`src/rtl/de1_soc_top.sv`:
```
// DE1-SoC VGA image: 640x480@60 Hz timing and four selectable test patterns from clock_50.
// The pixel clock is clock_50/2; all pixel state advances on the edge where vga_clk rises.
module de1_soc_top #(
    parameter int H_ACTIVE = 640,
    parameter int H_FP     = 16,
    parameter int H_SYNC   = 96,
    parameter int H_BP     = 48,
    parameter int V_ACTIVE = 480,
    parameter int V_FP     = 10,
    parameter int V_SYNC   = 2,
    parameter int V_BP     = 33
) (
    input  logic       clock_50,
    input  logic [3:0] key,
    output logic       vga_clk,
    output logic       vga_hs,
    output logic       vga_vs,
    output logic       vga_blank_n,
    output logic       vga_sync_n,
    output logic [7:0] vga_r,
    output logic [7:0] vga_g,
    output logic [7:0] vga_b
);

    localparam int H_TOTAL = H_ACTIVE + H_FP + H_SYNC + H_BP;
    localparam int V_TOTAL = V_ACTIVE + V_FP + V_SYNC + V_BP;
    localparam int BW      = H_ACTIVE / 8;

    localparam logic [9:0] H_LAST = 10'(H_TOTAL - 1);
    localparam logic [9:0] V_LAST = 10'(V_TOTAL - 1);
    localparam logic [9:0] H_ACT  = 10'(H_ACTIVE);
    localparam logic [9:0] V_ACT  = 10'(V_ACTIVE);
    localparam logic [9:0] H_EDGE = 10'(H_ACTIVE - 1);
    localparam logic [9:0] V_EDGE = 10'(V_ACTIVE - 1);
    localparam logic [9:0] HS_BEG = 10'(H_ACTIVE + H_FP);
    localparam logic [9:0] HS_END = 10'(H_ACTIVE + H_FP + H_SYNC);
    localparam logic [9:0] VS_BEG = 10'(V_ACTIVE + V_FP);
    localparam logic [9:0] VS_END = 10'(V_ACTIVE + V_FP + V_SYNC);
    localparam logic [9:0] BAR1   = 10'(1 * BW);
    localparam logic [9:0] BAR2   = 10'(2 * BW);
    localparam logic [9:0] BAR3   = 10'(3 * BW);
    localparam logic [9:0] BAR4   = 10'(4 * BW);
    localparam logic [9:0] BAR5   = 10'(5 * BW);
    localparam logic [9:0] BAR6   = 10'(6 * BW);
    localparam logic [9:0] BAR7   = 10'(7 * BW);

    logic        clk_q;
    logic [9:0]  h_cnt_q, h_cnt_d;
    logic [9:0]  v_cnt_q, v_cnt_d;
    logic [1:0]  mode_q, mode_d;
    logic        hs_q, hs_d;
    logic        vs_q, vs_d;
    logic        blank_n_q, blank_n_d;
    logic [23:0] rgb_q, rgb_d;
    logic [23:0] bars_s;
    logic        tick_s;
    logic        unused_key_s;

    assign tick_s       = ~clk_q;
    assign unused_key_s = key[3];

    // Raster counters: h wraps at end of line and carries into v.
    always_comb begin
        h_cnt_d = h_cnt_q;
        v_cnt_d = v_cnt_q;
        if (h_cnt_q == H_LAST) begin
            h_cnt_d = 10'd0;
            if (v_cnt_q == V_LAST) begin
                v_cnt_d = 10'd0;
            end else begin
                v_cnt_d = v_cnt_q + 10'd1;
            end
        end else begin
            h_cnt_d = h_cnt_q + 10'd1;
        end
    end

    // The frame-start pixel already uses the freshly loaded mode, so the whole frame is one pattern.
    always_comb begin
        if ((h_cnt_q == 10'd0) && (v_cnt_q == 10'd0)) begin
            mode_d = key[2:1];
        end else begin
            mode_d = mode_q;
        end
    end

    // Sync and blanking decode of the current raster position.
    always_comb begin
        blank_n_d = (h_cnt_q < H_ACT) && (v_cnt_q < V_ACT);
        hs_d      = !((h_cnt_q >= HS_BEG) && (h_cnt_q < HS_END));
        vs_d      = !((v_cnt_q >= VS_BEG) && (v_cnt_q < VS_END));
    end

    // Colour-bar lookup by comparator chain.
    always_comb begin
        if (h_cnt_q < BAR1) begin
            bars_s = 24'hFFFFFF;
        end else if (h_cnt_q < BAR2) begin
            bars_s = 24'hFFFF00;
        end else if (h_cnt_q < BAR3) begin
            bars_s = 24'h00FFFF;
        end else if (h_cnt_q < BAR4) begin
            bars_s = 24'h00FF00;
        end else if (h_cnt_q < BAR5) begin
            bars_s = 24'hFF00FF;
        end else if (h_cnt_q < BAR6) begin
            bars_s = 24'hFF0000;
        end else if (h_cnt_q < BAR7) begin
            bars_s = 24'h0000FF;
        end else begin
            bars_s = 24'h000000;
        end
    end

    // Pattern select; forced to black outside the visible region.
    always_comb begin
        case (mode_d)
            2'b00: rgb_d = bars_s;
            2'b01: begin
                if ((h_cnt_q[4:0] == 5'd0) || (v_cnt_q[4:0] == 5'd0) ||
                    (h_cnt_q == H_EDGE) || (v_cnt_q == V_EDGE)) begin
                    rgb_d = 24'hFFFFFF;
                end else begin
                    rgb_d = 24'h000000;
                end
            end
            2'b10: rgb_d = {h_cnt_q[9:2], h_cnt_q[9:2], h_cnt_q[9:2]};
            2'b11: rgb_d = (h_cnt_q[5] ^ v_cnt_q[5]) ? 24'hFFFFFF : 24'h000000;
            default: rgb_d = 24'h000000;
        endcase
        if (!blank_n_d) begin
            rgb_d = 24'h000000;
        end else begin
            rgb_d = rgb_d;
        end
    end

    // State and output registers; pixel state moves only on pixel ticks.
    always_ff @(posedge clock_50) begin
        if (key[0]) begin
            clk_q     <= 1'b0;
            h_cnt_q   <= 10'd0;
            v_cnt_q   <= 10'd0;
            mode_q    <= 2'b00;
            hs_q      <= 1'b1;
            vs_q      <= 1'b1;
            blank_n_q <= 1'b0;
            rgb_q     <= 24'h000000;
        end else begin
            clk_q <= ~clk_q;
            if (tick_s) begin
                h_cnt_q   <= h_cnt_d;
                v_cnt_q   <= v_cnt_d;
                mode_q    <= mode_d;
                hs_q      <= hs_d;
                vs_q      <= vs_d;
                blank_n_q <= blank_n_d;
                rgb_q     <= rgb_d;
            end else begin
                rgb_q <= rgb_q;
            end
        end
    end

    assign vga_clk     = clk_q;
    assign vga_hs      = hs_q;
    assign vga_vs      = vs_q;
    assign vga_blank_n = blank_n_q;
    assign vga_sync_n  = 1'b0;
    assign vga_r       = rgb_q[23:16];
    assign vga_g       = rgb_q[15:8];
    assign vga_b       = rgb_q[7:0];

endmodule

```
`config.mk`:
```
export PLATFORM = sky130hd
export DESIGN_NAME = de1_soc_top
export DESIGN_NICKNAME = d
export VERILOG_FILES = /design/src/rtl/de1_soc_top.sv
export SDC_FILE = /design/constraint.sdc
export NUM_CORES = 1
export LEC_CHECK = 0
export ABC_AREA = 1
export CAP_MARGIN = 20
export CORE_UTILIZATION = 55
export CTS_CLUSTER_DIAMETER = 50
export DETAILED_ROUTE_END_ITERATION = 16
export PLACE_DENSITY = 0.82
export SYNTH_ARGS = -nofsm -noshare
export SYNTH_HDL_FRONTEND = slang
export SYNTH_SLANG_ARGS = --single-unit
```
`constraint.sdc`:
```
create_clock -name clock_50 -period 3.7 [get_ports clock_50]
set_input_delay 0.925 -clock clock_50 [delete_from_list [all_inputs] [get_ports clock_50]]
set_output_delay 0.925 -clock clock_50 [all_outputs]
set_load 0.01 [all_outputs]
```
# After elaboration in Yosys (flattened, before gate mapping)
# Index checks and enable logic that the tools add are counted.
[totals]
regBits = 50
latch_bits = 0
mem_bits_rw = 0
rom_bits = 0
inputBits = 5
elab_cells = 61
memories = 0
[op_classes]
n_addsub = 2
multipliers = 0
n_div = 0
magnitude_cmp = 13
n_eq_ne = 7
n_shift = 0
muxes = 14
bitwise = 2
n_reduce_logical = 15
[ops]
columns = ["cell", "n"]
rows = [
  ["$mux W24", 9],
  ["$pmux W24 S4", 1],
  ["$lt A10 B9 Y1 const B", 5],
  ["$eq A10 B10 Y1 const B", 3],
  ["$lt A10 B10 Y1 const B", 3],
  ["$add A10 B1 Y10 const B", 2],
  ["$logic_not A10 Y1", 2],
  ["$lt A10 B8 Y1 const B", 2],
  ["$mux W10", 2],
  ["$eq A10 B9 Y1 const B", 1],
  ["$ge A10 B10 Y1 const B", 1],
  ["$ge A10 B9 Y1 const B", 1],
  ["$logic_not A5 Y1", 2],
  ["$lt A10 B7 Y1 const B", 1],
  ["$mux W8", 1],
  ["$eq A2 B2 Y1 const B", 2],
  ["$logic_and A1 B1 Y1", 4],
  ["$logic_or A1 B1 Y1", 3],
  ["$eq A2 B1 Y1 const B", 1],
  ["$logic_not A1 Y1", 2],
  ["$logic_not A2 Y1", 1],
  ["$mux W2", 1],
  ["$reduce_and A2 Y1", 1],
  ["$not A1 Y1", 1],
  ["$xor A1 B1 Y1", 1],
]

# Logic depth before layout (Yosys ltp)
[depth]
ltp_word = 10
depth_mapped = 13
ltp_nobuf = 12

# Least setup slack after synthesis
# OpenSTA, ideal clock, no wires.
[synth_timing]
path_kind = "input to register"
from = "in key[0]"
to = "reg rgb_q[0]"
setup_ps = 129
t_arrival_ps = 1802
path_slack_ps = 1769
stages = 3
cell_sequence = "buf_4 dlygate4sd3_1 a21oi_1"
[synth_lines]
columns = ["item", "line", "text"]
rows = [
  ["from (decl)", "14", "input logic [3:0] key,"],
  ["to (signal assigned)", "158", "rgb_q <= rgb_d;"],
  ["to (signal assigned)", "160", "rgb_q <= rgb_q;"],
  ["to (decl)", "54", "logic [23:0] rgb_q, rgb_d;"],
]
# No word-level cell between the ends.

# Final worst setup path
[layout_timing]
from = "reg clk_q (netlist: vga_clk)"
to = "out vga_clk"
[layout_lines]
columns = ["item", "line", "text"]
rows = [
  ["from (decl)", "47", "logic clk_q;"],
  ["from (signal assigned)", "150", "clk_q <= ~clk_q;"],
  ["to (decl)", "15", "output logic vga_clk,"],
]
# No word-level cell between the ends.

==> metrics <==
final setup fails=0; crit end category=output port; crit path max-delay cell type=clkdlybuf4s50_1; Port Buf Inserts=31; die width=between 70 and 80 um; Buffers & Inverters on Critical Path=1; H-tree depth=2; fin util=0.655; unrepaired setup endpoints after global routing=no; Yosys reg bits=50; Starting Density=0.569; cells along the critical path=clkdlybuf4s50_1; top-area cell type share of the netlist area=0.373; critical path launch point type=register; Peak Freq=roughly 400 MHz; clk_lat worst skew=around 0.30 ns; post-route ant nets=0; CP required=between 2 and 3 ns; clock tree buffer depth=2; setup TNS=0 ns; Synth area leader=dfxtp_1; die area=~5200 um2; vias in the first global route=about 2,200; drt pass-1 iters=5; largest net degree at the start of global routing=31; Arr. time, crit path=approximately 1.5 ns; largest cells by area after synthesis=dfxtp_1 (37%), nand2_1 (12%), a21oi_1 (7.3%); asr flop ratio synth=0; crit-path max cell delay=a little over 0.6 ns; power density cells=407 nW/um2; Antenna Diode Count=0; 1st-iter DRT viols=around 210; vias per inst=approximately 5.5; max_cap viols=0; VDD IR-drop max=0.251 mV; # DRC=0; leakage=around 1.3 nW; gr ovfl total=0; share of cells above drive strength 1=0.0697; chip height=~70 um; Core Region=roughly 4700 um2; crit path time final=between 2 and 2.5 ns; Worst Tran Pin Value=approximately 0.6 ns; drt total wl=6040 um; cell area after synthesis=2690 um2; number of flops mapped to enable cells by yosys=0; Synthesized Nets=400; met1 WL=approximately 2800 um; CTS root buf=clkbuf_8; TritonCTS Buffers=5; synth cell count leaders=nand2_1 (86), dfxtp_1 (50), inv_1 (47); top routing layer used=met4; area grow syn2layout=15.2%; crit path max fanout=14; post-synthesis sequential area ratio=0.373; Placement Rows=25; post-synth cell types=32; Global Route Usage Sum=0.252; met3 wire length=roughly 300 um; cts hold-fix bufs=0; drt wl/cell=12.5 um; TritonCTS clock tree=built; Avg Cell Area, Syn=roughly 6.9 um2; I/O pin cnt=34; Sink Count=50; Final Hold Viols=0; Worst path top cell family by delay=buffers and inverters; post-synthesis instance total=slightly below 400; critical setup path kind=register to output port; setup bufs post-CTS=0; top-count cell post-synth=nand2_1; Clock Skews=~0.0097 ns; Max Slew Vio Count=0; Tcrit/Tclk final=0.663; global-route wire length before repair=slightly above 10,000 um; fill cell count=420; Max-Slew Margin vs Limit=0.597; cts repair resizes=0; clk slew on worst S/H paths=approximately 0.090 ns; total vias in the final route=roughly 2,600; status=complete, no violations; Layout Nets=about 430; yosys warns=0; met2 WL=2800 um; dominant synthesized flop cell=dfxtp_1; routability cong.=0.939; initial antenna violation count=0; worst hold path type=register to register; half-perimeter wire length after placement=roughly 4600 um
## path summary, 6_finish.rpt
kind / end / slack (ns) / depth (start not counted) / startpoint
setup reg to reg: v_cnt_q[3]$_SDFFE_PP0P_ / 1.62 / 10 / vga_clk$_SDFF_PP0_
hold reg to reg: rgb_q[0]$_SDFFE_PP0N_ / 0.47 / 2 / rgb_q[0]$_SDFFE_PP0N_
hold / removal: rgb_q[0]$_SDFFE_PP0N_ / 0.47 / 2 / rgb_q[0]$_SDFFE_PP0N_
setup / recovery: vga_clk / 1.25 / 1 / vga_clk$_SDFF_PP0_
## flip-flops by register name, summed over array words and instances (netlist names)
name / cells
vga_clk: 1
vga_hs: 1
rgb_q: 24
vga_blank_n: 1
vga_vs: 1
h_cnt_q: 10
mode_q: 2
v_cnt_q: 10
## cells in the final DEF, fill, tap and decap left out, types with 2 or more instances in the layout
master / n
a211oi_1: 3
a21oi_1: 39
buf_4: 2
clkbuf_8: 5
clkdlybuf4s50_1: 31
dfxtp_1: 50
ha_1: 4
inv_1: 47
inv_2: 2
nand2_1: 86
nand2_2: 6
nand2_4: 3
nand3_1: 38
nand3_2: 2
nand4_1: 15
nor2_1: 40
nor2_2: 3
nor2_8: 2
nor3_1: 8
nor4_1: 2
o21ai_0: 16
xor2_1: 2
## per-stage QoR
step	setup WS (ns)	cells	total power, mW	hold slack, ns	instance area [um2]
final	1.25	483	1.26	0.465	3090
after global routing	1.14	483	1.32	0.489	3090
after CTS	1.20	483	1.26	0.468	3090
after detailed placement	1.30	476	0.893	0.454	2990
after global placement	1.31	476	0.886	0.450	2990
after floorplan	1.77	391	0.779	0.462	2690
## metal layers
layer / track usage / vias up
li1: - / 1329
met1: 0.339 / 1220
met2: 0.394 / 76
met3: 0.0619 / 18
met4: 0.0871 / 0
met5: 0 / -
## area by class of cell
| cell class | instances | area [um2] | area share |
|---|---|---|---|
| clock buffers | 5 | 68.8 | 0.0222 |
| multi-input cells | 277 | 1390 | 0.450 |
| inverters | 49 | 184 | 0.0594 |
| flip-flops and latches | 50 | 1000 | 0.323 |
| well taps | 67 | 83.8 | 0.0271 |
| clock inverters | 2 | 38.8 | 0.0125 |
| repair buffers | 33 | 325 | 0.105 |
## cell families after synthesis
| family | Yosys count | synth area share |
|---|---|---|
| flops | 50 | 0.373 |
| other cells | 1 | 0.00140 |
| buf+inv | 64 | 0.109 |
| fa+ha+maj | 4 | 0.0186 |
| compound gates | 62 | 0.121 |
| xor+xnor | 2 | 0.00652 |
| simple gates | 208 | 0.371 |
## power breakdown
part / switching, mW / leakage [nW] / internal [mW]
sequential: 0.0252 / 0.410 / 0.582
combinational: 0.155 / 0.852 / 0.121
clock: 0.178 / 0.0542 / 0.199
total: 0.359 / 1.32 / 0.902
No activity file was read; power rests on OpenSTA's default activity.
